### src/rtl/div_by_const_serial.sv
// Serial divisibility detector: streams a word MSB-nibble-first through a mod-DIVISOR residue accumulator.
// Define DIV_REM_OUT_EN to add the registered `remainder` output port.
module div_by_const_serial #(
    parameter int BIT_WIDTH = 32,
    parameter int DIVISOR   = 5
) (
    input  logic                 clk,
    input  logic                 rst_n,
    input  logic                 in_valid,
    output logic                 in_ready,
    input  logic [BIT_WIDTH-1:0] in,
    output logic                 out_valid,
    input  logic                 out_ready,
    output logic                 divisible
`ifdef DIV_REM_OUT_EN
    ,
    output logic [3:0]           remainder
`endif
);

    localparam int NIBBLES = (BIT_WIDTH + 3) / 4;
    localparam int SW      = NIBBLES * 4;
    localparam int CW      = (NIBBLES > 1) ? $clog2(NIBBLES) : 1;

    typedef enum logic [1:0] {IDLE, RUN, DONE} state_t;

    state_t          state, state_next;
    logic [SW-1:0]   shreg;
    logic [CW-1:0]   cnt;
    logic [3:0]      residue, residue_next;
    logic [7:0]      acc;
    logic            last;
    logic            divisible_q;
`ifdef DIV_REM_OUT_EN
    logic [3:0]      remainder_q;
`endif

    // residue < DIVISOR <= 15, so residue*16 + nibble never exceeds 8 bits
    always_comb begin
        acc          = {residue, shreg[SW-1 -: 4]};
        residue_next = 4'(acc % 8'(DIVISOR));
    end

    assign last = (cnt == CW'(NIBBLES - 1));

    always_ff @(posedge clk or negedge rst_n) begin
        if (!rst_n) state <= IDLE;
        else        state <= state_next;
    end

    always_comb begin
        state_next = state;
        in_ready   = 1'b0;
        out_valid  = 1'b0;
        case (state)
            IDLE: begin
                in_ready = 1'b1;
                if (in_valid) state_next = RUN;
            end
            RUN: begin
                if (last) state_next = DONE;
            end
            DONE: begin
                out_valid = 1'b1;
                if (out_ready) state_next = IDLE;
            end
            default: state_next = IDLE;
        endcase
    end

    always_ff @(posedge clk or negedge rst_n) begin
        if (!rst_n) begin
            shreg       <= '0;
            cnt         <= '0;
            residue     <= '0;
            divisible_q <= 1'b0;
`ifdef DIV_REM_OUT_EN
            remainder_q <= '0;
`endif
        end else begin
            case (state)
                IDLE: begin
                    if (in_valid) begin
                        shreg   <= SW'(in);
                        cnt     <= '0;
                        residue <= '0;
                    end
                end
                RUN: begin
                    shreg   <= shreg << 4;
                    cnt     <= cnt + CW'(1);
                    residue <= residue_next;
                    if (last) begin
                        divisible_q <= (residue_next == 4'd0);
`ifdef DIV_REM_OUT_EN
                        remainder_q <= residue_next;
`endif
                    end
                end
                default: ;
            endcase
        end
    end

    assign divisible = divisible_q;
`ifdef DIV_REM_OUT_EN
    assign remainder = remainder_q;
`endif

endmodule
### config.mk
export PLATFORM = sky130hd
export DESIGN_NAME = div_by_const_serial
export DESIGN_NICKNAME = d
export VERILOG_FILES = /design/src/rtl/div_by_const_serial.sv
export SDC_FILE = /design/constraint.sdc
export NUM_CORES = 1
export LEC_CHECK = 0
export BUFFER_PORTS_ARGS = -buffer_cell sky130_fd_sc_hd__buf_2
export CAP_MARGIN = 10
export CORE_MARGIN = 2
export CORE_UTILIZATION = 45
export CTS_CLUSTER_DIAMETER = 120
export DETAILED_ROUTE_END_ITERATION = 12
export GPL_ROUTABILITY_DRIVEN = 0
export PLACE_DENSITY = 0.65
export REMOVE_ABC_BUFFERS = 1
export SETUP_SLACK_MARGIN = 0.05
export SYNTH_ARGS = -nofsm -noshare
export SYNTH_HDL_FRONTEND = slang
export SYNTH_SLANG_ARGS = --single-unit
### constraint.sdc
create_clock -name clk -period 5.3 [get_ports clk]
set_input_delay 0 -clock clk [delete_from_list [all_inputs] [get_ports clk]]
set_output_delay 0 -clock clk [all_outputs]
set_load 0.01 [all_outputs]
==> results.cfg <==
[grt]
grt_max_degree = 43
grt_overflow_total = 0
grt_pass1_vias = 2347
grt_pass1_wl_um = 10520
grt_antenna_before_repair = 0
track_usage_pct = 20.32

[cts]
tritoncts = yes
post-cts-setup-buffers = 0
cts_hold_buf = 15
clock-root-buffer = clkbuf_8
cts_buffers = 5
clock_path_buffers = 2
clkTransAtPathRegs_ns = 0.08
ctsResizeCount = 0
h-tree-depth = 2
cts_sinks = 42
clkLatencyLatePin_ns = 0.29

[sta]
max_freq_mhz = 271.1
maxSlewViolCount = 0
min_period_ns = 3.689
slew-limit-headroom_pct = 37.62
rsz0062_at_grt = no
setup_viol = 0
finalClockSkew_ns = 0.008946
holdWs_ns = 0.004446
fin_crit_sh_pct = 69.60
worst_pin_slew_ns = 0.9357
finalHoldViolations = 0
fin_setup_tns_ns = 0

[synth]
yosysWarnings = 0
seq_area_frac_synth_pct = 39.02
yosys.cell_types.count = 63
synth_area_leaders = dfrtp_1, a22oi_1, o21ai_0
synth_top_area_cell = dfrtp_1
synth_area_sq_um = 2694
synth_edf_count = 0
syn_avg_cell_area_sq_um = 9.163
synth_cells = 294
ys_seq_elements = 42
synth_top_area_share_pct = 39.02
async_reset_ff_share_pct = 100.0
synthFlopType = dfrtp_1

[run]
maxCapViolations = 0

[detailed_routing]
wl_per_cell_um = 15.18
via_per_inst = 5.765
drtAntennaViolNets = 0
vias = 2381
drt_iter0_drc = 107
wl_um = 6268
drc = 0
firstDrtPassIters = 4

[worst_setup_path]
r2r_setup_slack_ns = 1.61
worst_setup_path_start_kind = register
r2r_start = shreg[31]
end_kind = register
r2r_end = residue[3]
required_ns = 5.47
crit_fanout = 21
r2r_cells = 15
crit_type = reg -> reg
arrival_ns = 3.86

[placed_design]
place_hpwl_um = 4165
port_buffers = 38

[finish]
n_antenna_cell = 0
seq_area_sq_um = 1051
area_growth_pct = 17.05
layout-drive-gt1-share_pct = 20.71
multi_input_area_sq_um = 1505
n_fill_cell = 540
nets = 379

[die]
die_h_um = 81.37
dieArea_sq_um = 6621
die_w_um = 81.37
core_area_sq_um = 5851
rows = 28
io_pins = 39
initial_core_util_pct = 46.04

[hold_path]
worstHoldEndpoint = shreg[19]
hold_path_depth = 3
hold_start = in[19]
hold_class = in -> reg

[status]
status = finished, final reports clean

[power]
cellPowerDensity_nw_per_um2 = 692.6
ir_drop_v = 0.0003904
total_leakage_power_nw = 1.350
## Yosys cell counts, drive strengths merged, types with 2 or more instances
cell	n
clkbuf	15
o31ai	2
and3	3
nor2b	14
o211ai	2
o21ai	37
ha	6
nand2	34
a22oi	28
a21oi	13
nand3b	3
a221oi	2
o22ai	4
a311oi	2
a22o	6
nor3	5
buf	6
nor2	13
xnor2	5
inv	6
dfrtp	42
or3b	5
xor2	2
mux2i	2
nor3b	4
a31oi	4
nand2b	8
nor4	2
nand3	3
## metrics by stage
step | setup WS [ns] | cells | cell area [sq um] | util, % | power, W
2_1_floorplan | 1.999 | 273 | 2575 | - | 0.001609
3_3_place_gp | 1.763 | 390 | 2893 | 49.44 | 0.001886
3_5_place_dp | 1.608 | 390 | 2893 | 49.44 | 0.001918
4_1_cts | 1.605 | 413 | 3153 | 53.89 | 0.002183
5_1_grt | 1.296 | 413 | 3153 | 53.89 | 0.002364
6_report | 1.611 | 413 | 3153 | 53.89 | 0.002184
## worst max-delay path: stages (launching register included)
cell and delay, ns:
dfrtp_1 0.63, or3b_4 0.52, nor4_2 0.27, a31oi_1 0.09, nand2_2 0.13, inv_2 0.07, ha_1 0.23, nor2_1 0.22
o211ai_2 0.12, xnor2_2 0.25, ha_1 0.26, inv_1 0.08, o22ai_1 0.22, a21oi_1 0.10, a221oi_1 0.29, o21ai_1 0.09
## cell type report
class                      count  area share (%)
clock buffer                   6           2.302
clock inverter                 2           1.190
inverter                       6          0.7143
multi-input combinational    225           47.74
sequential                    42           33.33
tap                           75           2.976
timing repair buffer          57           11.75
## how the worst max path moves through the flow
stage	from	slack, ns	depth (start not counted)	endpoint
2_1_floorplan	shreg[31]	2.00	15	residue[3]
3_3_place_gp	residue[2]	1.76	13	residue[3]
3_5_place_dp	shreg[31]	1.61	15	residue[3]
4_1_cts	residue[2]	1.61	13	residue[3]
5_1_grt	shreg[31]	1.30	15	residue[3]
6_report	shreg[31]	1.61	15	residue[3]
## cells in the final DEF, fill, tap and decap left out, drive strengths merged, types with 4 or more instances in the layout
cell type and count:
dfrtp 42, buf 42, o21ai 37, nand2 34, a22oi 28, dlygate4sd3 15
nor2b 14, a21oi 13, nor2 13, nand2b 8, a22o 6, ha 6
inv 6, clkbuf 6, nor3 5, xnor2 5, or3b 5, a31oi 4
o22ai 4, nor3b 4
## where the power goes
part / switching, W / internal [W] / leakage, nW / total (W)
sequential: 0.000146 / 0.000451 / 0.542 / 0.000597
combinational: 0.000760 / 0.000576 / 0.756 / 0.00134
clock: 0.000109 / 0.000141 / 0.0514 / 0.000250
## sequential cells by signal, indices dropped and copies added (netlist names)
register   flops
cnt            3
residue        4
shreg         32
divisible      1
state          2
## per-layer routing
metal	wire length, um	vias to the layer above	global-route usage [%]
met5	0	-	0
met4	126	0	6.441
met3	233	13	3.778
met2	3114	55	35.16
met1	2793	1147	25.57
li1	-	1166	-
## cells by family (layout without fill, tap and decap cells)
logic type / after synthesis / after routing / synth area share [%]
muxes: 2 / 2 / 0.7432
AOI/OAI and AO/OA: 110 / 110 / 28.56
and+or+nand+nor: 100 / 100 / 21.09
adders and majority gates: 6 / 6 / 2.787
xor gates and xnor gates: 7 / 7 / 2.555
DFF: 42 / 42 / 39.02
buffers and inverters: 27 / 71 / 5.248
No activity file was read; power rests on OpenSTA's default activity.
